**src/rtl/dmem_arb_pkg.sv**
```systemverilog
// Shared types and helpers for the data-memory bus arbiter.
// Optional watchdog feature is enabled with the DMEM_ARB_TIMEOUT_EN macro.
package dmem_arb_pkg;

   // Arbiter FSM states: idle, or serving requester 0 / requester 1.
   typedef enum logic [1:0] {
      IDLE  = 2'd0,
      BUSY0 = 2'd1,
      BUSY1 = 2'd2
   } arb_state_e;

   // Identifier of one of the two requesters.
   typedef logic req_id_t;

   // Default number of BUSY cycles without s_ack before the watchdog aborts.
   localparam int DEF_TIMEOUT_CYC = 255;

   // Counter width able to hold 0 .. cyc-1 (at least one bit).
   function automatic int wdog_cnt_w(input int cyc);
      return (cyc <= 2) ? 1 : $clog2(cyc);
   endfunction

   // Round-robin pick: a lone requester wins outright; on a tie the
   // requester that was not granted last time wins.
   function automatic req_id_t rr_pick(input logic req0, input logic req1,
                                       input req_id_t last);
      req_id_t pick;
      if (req0 && req1) begin
         pick = ~last;
      end else if (req1) begin
         pick = 1'b1;
      end else begin
         pick = 1'b0;
      end
      return pick;
   endfunction

endpackage

```
**src/rtl/arb_watchdog.sv**
```systemverilog
// BUSY-cycle watchdog for the data-memory bus arbiter.
// Only instantiated when DMEM_ARB_TIMEOUT_EN is defined.
// The count restarts on every grant and advances on each BUSY cycle that
// ends without s_ack; 'terminal' flags the last allowed cycle and 'expire'
// flags an abort (terminal cycle with no s_ack, so a late ack still wins).
module arb_watchdog
   import dmem_arb_pkg::*;
#(
   parameter int TIMEOUT_CYC = DEF_TIMEOUT_CYC
)
(
   input  logic clk,
   input  logic rst,
   input  logic start,
   input  logic busy,
   input  logic s_ack,
   output logic terminal,
   output logic expire
);

   localparam int               CNT_W    = wdog_cnt_w(TIMEOUT_CYC);
   localparam logic [CNT_W-1:0] LAST_CNT = CNT_W'(TIMEOUT_CYC - 1);
   localparam logic [CNT_W-1:0] CNT_ONE  = CNT_W'(1);

   logic [CNT_W-1:0] cnt_reg;

   // Count completed BUSY cycles of the current grant; clear on each new grant.
   always_ff @(posedge clk or negedge rst) begin
      if (!rst) begin
         cnt_reg <= '0;
      end else if (start) begin
         cnt_reg <= '0;
      end else if (busy && !s_ack && !terminal) begin
         cnt_reg <= cnt_reg + CNT_ONE;
      end
   end

   // The cycle in which cnt_reg reaches TIMEOUT_CYC-1 is the TIMEOUT_CYC-th BUSY cycle.
   assign terminal = busy && (cnt_reg == LAST_CNT);
   assign expire   = terminal && !s_ack;

endmodule

```
**src/rtl/dmem_bus_arbiter.sv**
```systemverilog
// Two-requester round-robin arbiter in front of the single data-memory/GPIO
// slave port. Requester 0 is the core load/store path, requester 1 the
// debug/program loader. A grant is held until the slave acknowledges.
// Define DMEM_ARB_TIMEOUT_EN to add the BUSY watchdog (abort with mK_err).
module dmem_bus_arbiter
   import dmem_arb_pkg::*;
#(
   parameter int ADDR_W      = 32,
   parameter int DATA_W      = 32,
   parameter int TIMEOUT_CYC = DEF_TIMEOUT_CYC
)
(
   input  logic                clk,
   input  logic                rst,
   // requester 0: core load/store path
   input  logic                m0_req,
   input  logic                m0_we,
   input  logic [ADDR_W-1:0]   m0_addr,
   input  logic [DATA_W-1:0]   m0_wdata,
   input  logic [DATA_W/8-1:0] m0_be,
   output logic                m0_ack,
   output logic [DATA_W-1:0]   m0_rdata,
   output logic                m0_err,
   // requester 1: debug / program loader
   input  logic                m1_req,
   input  logic                m1_we,
   input  logic [ADDR_W-1:0]   m1_addr,
   input  logic [DATA_W-1:0]   m1_wdata,
   input  logic [DATA_W/8-1:0] m1_be,
   output logic                m1_ack,
   output logic [DATA_W-1:0]   m1_rdata,
   output logic                m1_err,
   // shared slave port
   output logic                s_req,
   output logic                s_we,
   output logic [ADDR_W-1:0]   s_addr,
   output logic [DATA_W-1:0]   s_wdata,
   output logic [DATA_W/8-1:0] s_be,
   input  logic                s_ack,
   input  logic [DATA_W-1:0]   s_rdata
);

   localparam int BE_W = DATA_W / 8;

   // A timeout of zero cycles is meaningless; stop elaboration early.
   if (TIMEOUT_CYC < 1) begin : g_bad_timeout
      $error("dmem_bus_arbiter: TIMEOUT_CYC must be at least 1");
   end

   // ------------------------------------------------------------------
   // Requester ports gathered into arrays so per-requester logic is uniform
   // ------------------------------------------------------------------
   logic               req_vec   [2];
   logic               we_vec    [2];
   logic [ADDR_W-1:0]  addr_vec  [2];
   logic [DATA_W-1:0]  wdata_vec [2];
   logic [BE_W-1:0]    be_vec    [2];
   logic               busy_vec  [2];
   logic               ack_vec   [2];
   logic               err_vec   [2];
   logic [DATA_W-1:0]  rdata_vec [2];

   assign req_vec[0]   = m0_req;
   assign req_vec[1]   = m1_req;
   assign we_vec[0]    = m0_we;
   assign we_vec[1]    = m1_we;
   assign addr_vec[0]  = m0_addr;
   assign addr_vec[1]  = m1_addr;
   assign wdata_vec[0] = m0_wdata;
   assign wdata_vec[1] = m1_wdata;
   assign be_vec[0]    = m0_be;
   assign be_vec[1]    = m1_be;

   // ------------------------------------------------------------------
   // FSM and round-robin pointer
   // ------------------------------------------------------------------
   arb_state_e state_reg;
   req_id_t    last_grant_reg;   // in BUSYk this is k, i.e. the current owner
   req_id_t    grant_next;
   logic       any_req;
   logic       busy;
   logic       start;
   logic       terminal;         // last BUSY cycle allowed by the watchdog
   logic       expire;           // watchdog abort this cycle
   logic       done;             // current transfer completes this cycle

   assign any_req    = req_vec[0] || req_vec[1];
   assign grant_next = rr_pick(req_vec[0], req_vec[1], last_grant_reg);
   assign busy       = (state_reg == BUSY0) || (state_reg == BUSY1);
   assign start      = (state_reg == IDLE) && any_req;
   assign done       = busy && (s_ack || expire);

   // Arbitrate in IDLE, then hold the grant until the slave (or watchdog) finishes.
   always_ff @(posedge clk or negedge rst) begin
      if (!rst) begin
         state_reg      <= IDLE;
         last_grant_reg <= 1'b1;   // requester 0 wins the first tie
      end else begin
         case (state_reg)
            IDLE: begin
               if (any_req) begin
                  last_grant_reg <= grant_next;
                  state_reg      <= grant_next ? BUSY1 : BUSY0;
               end
            end
            BUSY0, BUSY1: begin
               // A requester dropping req mid-transfer is ignored; only the
               // slave ack (or a watchdog abort) ends the grant.
               if (done) begin
                  state_reg <= IDLE;
               end
            end
            default: begin
               state_reg <= IDLE;
            end
         endcase
      end
   end

   // ------------------------------------------------------------------
   // Optional watchdog
   // ------------------------------------------------------------------
`ifdef DMEM_ARB_TIMEOUT_EN
   arb_watchdog #(
      .TIMEOUT_CYC (TIMEOUT_CYC)
   ) u_watchdog (
      .clk      (clk),
      .rst      (rst),
      .start    (start),
      .busy     (busy),
      .s_ack    (s_ack),
      .terminal (terminal),
      .expire   (expire)
   );
`else
   // Without the watchdog a hung slave keeps the grant forever.
   assign terminal = 1'b0;
   assign expire   = 1'b0;
   logic unused_start;
   assign unused_start = start;
`endif

   // ------------------------------------------------------------------
   // Slave-side payload mux
   // ------------------------------------------------------------------
   // s_req is dropped on the watchdog's terminal cycle using only registered
   // state, so there is no combinational path from s_ack back to s_req.
   assign s_req = busy && !terminal;

   // Route the owner's payload to the slave; everything is zero while idle.
   always_comb begin
      s_we    = 1'b0;
      s_addr  = '0;
      s_wdata = '0;
      s_be    = '0;
      if (busy) begin
         s_we    = we_vec[last_grant_reg];
         s_addr  = addr_vec[last_grant_reg];
         s_wdata = wdata_vec[last_grant_reg];
         s_be    = be_vec[last_grant_reg];
      end
   end

   // ------------------------------------------------------------------
   // Requester-side responses
   // ------------------------------------------------------------------
   for (genvar gi = 0; gi < 2; gi++) begin : g_resp
      localparam arb_state_e OWN_STATE = (gi == 0) ? BUSY0 : BUSY1;

      assign busy_vec[gi] = (state_reg == OWN_STATE);

      // Ack and error are strobes for the owner only; the other side sees 0.
      assign ack_vec[gi] = busy_vec[gi] && (s_ack || expire);
      assign err_vec[gi] = busy_vec[gi] && expire;

      // Read data is visible only during a genuine slave ack; an aborted or
      // absent ack presents zero so no stale data leaks through.
      assign rdata_vec[gi] = (busy_vec[gi] && s_ack) ? s_rdata : '0;
   end

   assign m0_ack   = ack_vec[0];
   assign m1_ack   = ack_vec[1];
   assign m0_err   = err_vec[0];
   assign m1_err   = err_vec[1];
   assign m0_rdata = rdata_vec[0];
   assign m1_rdata = rdata_vec[1];

endmodule
```
**config.mk**
```make
export PLATFORM = sky130hd
export DESIGN_NAME = dmem_bus_arbiter
export DESIGN_NICKNAME = d
export VERILOG_FILES = /design/src/rtl/dmem_arb_pkg.sv /design/src/rtl/arb_watchdog.sv /design/src/rtl/dmem_bus_arbiter.sv
export SDC_FILE = /design/constraint.sdc
export NUM_CORES = 1
export LEC_CHECK = 0
export ABC_CLOCK_PERIOD_IN_PS = 2950
export BUFFER_PORTS_ARGS = -buffer_cell sky130_fd_sc_hd__buf_2
export CELL_PAD_IN_SITES_DETAIL_PLACEMENT = 0
export CELL_PAD_IN_SITES_GLOBAL_PLACEMENT = 1
export CORE_AREA = 3 3 120 122
export CTS_CLUSTER_SIZE = 28
export DETAILED_ROUTE_END_ITERATION = 10
export DIE_AREA = 0 0 123 125
export PLACE_DENSITY_LB_ADDON = 0.1
export SETUP_SLACK_MARGIN = 0.3
export SLEW_MARGIN = 20
export SYNTH_ARGS = -nofsm -noshare
export SYNTH_HDL_FRONTEND = slang
export SYNTH_SLANG_ARGS = --single-unit
```
**constraint.sdc**
```tcl
create_clock -name clk -period 2.95 [get_ports clk]
set_input_delay 0.59 -clock clk [delete_from_list [all_inputs] [get_ports clk]]
set_output_delay 0.59 -clock clk [all_outputs]
set_load 0.02 [all_outputs]
```
==> run_results.csv <==
group,metric,value,unit
logic_synthesis,syn-instance-count,254,
sta,actual_slew_at_the_worst_max_slew_pin,798,ps
sta,post_route_skew,2.87,ps
grt,grt_overflow_total,0,
pwr,worst_ir_drop_vdd,0.425,mV
logic_synthesis,synth-edff-count,0,
outcome,outcome,"complete, no violations",
setup_path,startpoint,"last_grant_reg",
sta,max_clock_freq,0.409,GHz
routing,vias_per_cell,3.98,
logic_synthesis,synth.avg_cell_area,7.88,um2
die,dieArea,15400,um2
routing,drt-initial-drc-count,73,
setup_path,critPathRequiredTime,2360,ps
cts,worstSkewPairLatency,220,ps
sta,layout_worst_path_cycle_share,82.8,%
logic_synthesis,yosys.cell_count.top_type,"sky130_fd_sc_hd__mux2i_1",
sta,rsz0062_at_grt,"no",
routing,routed-via-count,2880,
logic_synthesis,yosysWarningCount,0,
sta,relSlewSlack,46.8,%
cts,cts_made_buffers,3,
setup_path,reg2reg_launch_point,"state_reg[0]",
layout,nNetsFinal,727,
placed_design,placed_area,3610,um2
placed_design,dpl_worst_slack,695,ps
cts,clock_sinks,3,
routing,dr_wl_met2,5.87,mm
logic_synthesis,postSynth.asyncResetShare,100,%
die,die_span_in_y,125,um
pwr,total_power,3.35,mW
setup_path,crit_arrival,1850,ps
cts,cts_htree_levels,1,
routing,met3WireLength,1.02,mm
sta,timing.final.ws_setup,508,ps
routing,top_routing_layer_in_use,"met4",
layout,fin_util,27.8,%
die,placement_rows,42,
logic_synthesis,count_of_state_elements_after_synthesis,3,
logic_synthesis,synth.top_cells.by_count,"sky130_fd_sc_hd__mux2i_1 (70), sky130_fd_sc_hd__nor2b_1 (69), sky130_fd_sc_hd__and3_1 (64), sky130_fd_sc_hd__buf_2 (11), sky130_fd_sc_hd__clkbuf_1 (9)",
setup_path,timing.setup.critical_path_class,"reg -> out",
logic_synthesis,post_synth_num_cell_types,23,
setup_path,setup.worst_path.start_class,"register",
setup_path,worst-r2r-setup-slack,1100,ps
sta,setup_viol,0,
routing,drc,0,
sta,final_max_slew_viol_count,0,
placed_design,gp_routability_congestion,0.758,
cts,clk_pin_slew,30,ps
sta,period_needed,2440,ps
logic_synthesis,synthFlopType,"sky130_fd_sc_hd__dfrtp_1",
setup_path,timing.reg2reg.worst_path_depth,6,
placed_design,dp_hpwl,8.84,mm
routing,dr.pass1.iters,4,
logic_synthesis,synth_top_area_cell,"sky130_fd_sc_hd__mux2i_1",
layout,insertedDiodeCount,0,
pwr,pwr_density_cell,908,nW/um2
die,core_region_area,13300,um2
layout,fillCellCount,1487,
placed_design,dpl.cell_count,719,
sta,worst_hold_slack_across_all_endpoints,160,ps
die,design.portCount,313,
pwr,cellLeakagePower,2.58,nW
routing,antenna_violating_nets_left,0,
grt,vias_in_the_first_global_route,2757,
routing,finalWirelength,10.5,mm
logic_synthesis,ys_seq_area_share,3.81,%
grt,grt_start_max_net_pins,68,
logic_synthesis,synth.top_cell.area_share,35.0,%
placed_design,portBuffers,310,
layout,layout.cell_area.non_filler,3690,um2
layout,final_layout_size_suffix_gt1_share,59.4,%
setup_path,end_of_the_critical_path,"s_addr[27]",
min_path,timing.hold.worst.class,"in -> async",
flow_run,timing.max_cap.violations,0,
setup_path,reg2reg_to,"state_reg[0]",
cts,cts.repair_timing.setup_buffer_count,0,
layout,layout.cells.non_filler,723,
cts,cts_max_path_buffers,2,
grt,first_pass_grt_wire_length,14.8,mm
logic_synthesis,post_synth_instance_area,2000,um2
layout,syn2layout_area_growth,84.3,%
sta,final-hold-violation-count,0,
cts,tritoncts,"done",
die,initial_core_util,15.1,%
cts,cts-root-buf,"sky130_fd_sc_hd__clkbuf_16",
setup_path,worstSetupEndpointType,"primary output",
layout,largest_register_ffs,2,
grt,grt_antenna_before_repair,0,
routing,m1_wire_length,3.56,mm
sta,setup_tns,0,ps
grt,grtUsageTotal,12.0,%
routing,drt-wirelength-per-cell,14.5,um
logic_synthesis,synth_top_cells_by_area,"sky130_fd_sc_hd__mux2i_1 (35%), sky130_fd_sc_hd__nor2b_1 (22%), sky130_fd_sc_hd__and3_1 (20%), sky130_fd_sc_hd__buf_12 (7.0%), sky130_fd_sc_hd__buf_2 (2.8%)",
die,die_width,123,um
cts,postCtsResizedCells,0,
setup_path,worst-path-max-fanout,29,
cts,cts_hold_repair.buffers,0,
==> kinds of logic (layout without fill, tap and decap cells) <==
logic type               count (synthesis)  in the layout  synth area share (%)
other                                    1              2                 0.187
AO/OA/AOI/OAI                            4              4                  1.38
buffers and inverters                   32            324                  13.1
adder cells (fa/ha/maj)                  4              4                  2.50
multiplexers                            71             71                  35.7
AND/OR/NAND/NOR                        139            139                  43.2
flip-flops                               3              3                  3.81
==> layer usage <==
layer,global-route usage (%),vias to the layer above
met3,2.39,4
met5,0,-
li1,-,1462
met4,1.56,0
met1,11.9,1268
met2,25.3,146
==> critical path, stage by stage, from the launching register on <==
cell,delay (ps)
sky130_fd_sc_hd__dfstp_4,910
sky130_fd_sc_hd__buf_4,300
sky130_fd_sc_hd__mux2i_1,210
sky130_fd_sc_hd__nor2b_1,60
sky130_fd_sc_hd__buf_2,150
==> layout by cell type, fill, tap and decap left out, drive strengths merged, types with 2 or more instances in the layout <==
master  Yosys  layout
dfrtp       2       2
ha          4       4
clkbuf      9       4
a21oi       2       2
and3       64      64
and2        2       2
buf        21     318
nor2b      70      70
inv         2       2
mux2i      70      70
conb        1       2
==> worst min-delay path by stage <==
| stage | start | to | slack, ps | depth (start not counted) |
|---|---|---|---|---|
| 2_1_floorplan | rst | state_reg[0] | 290 | 0 |
| 3_3_place_gp | rst | state_reg[1] | 400 | 1 |
| 3_5_place_dp | rst | state_reg[1] | 390 | 1 |
| 4_1_cts | rst | state_reg[1] | 160 | 1 |
| 5_1_grt | rst | state_reg[1] | 160 | 1 |
| 6_report | rst | state_reg[1] | 160 | 1 |
==> where the power goes <==
| part | internal (mW) | switching (mW) |
|---|---|---|
| Clock | 0.178 | 0.0375 |
| Sequential | 0.0724 | 0.110 |
| Combinational | 1.23 | 1.72 |
==> area by class of cell <==
type / instances / area (um2) / area share [%]
repair buffers: 318 / 1640 / 44.4
multi-input cells: 220 / 1670 / 45.2
clock buffers: 4 / 78.8 / 2.14
inverters: 2 / 7.51 / 0.203
well taps: 176 / 220 / 5.97
flip-flops and latches: 3 / 80.1 / 2.17
Power figures use the tool's default switching activity.
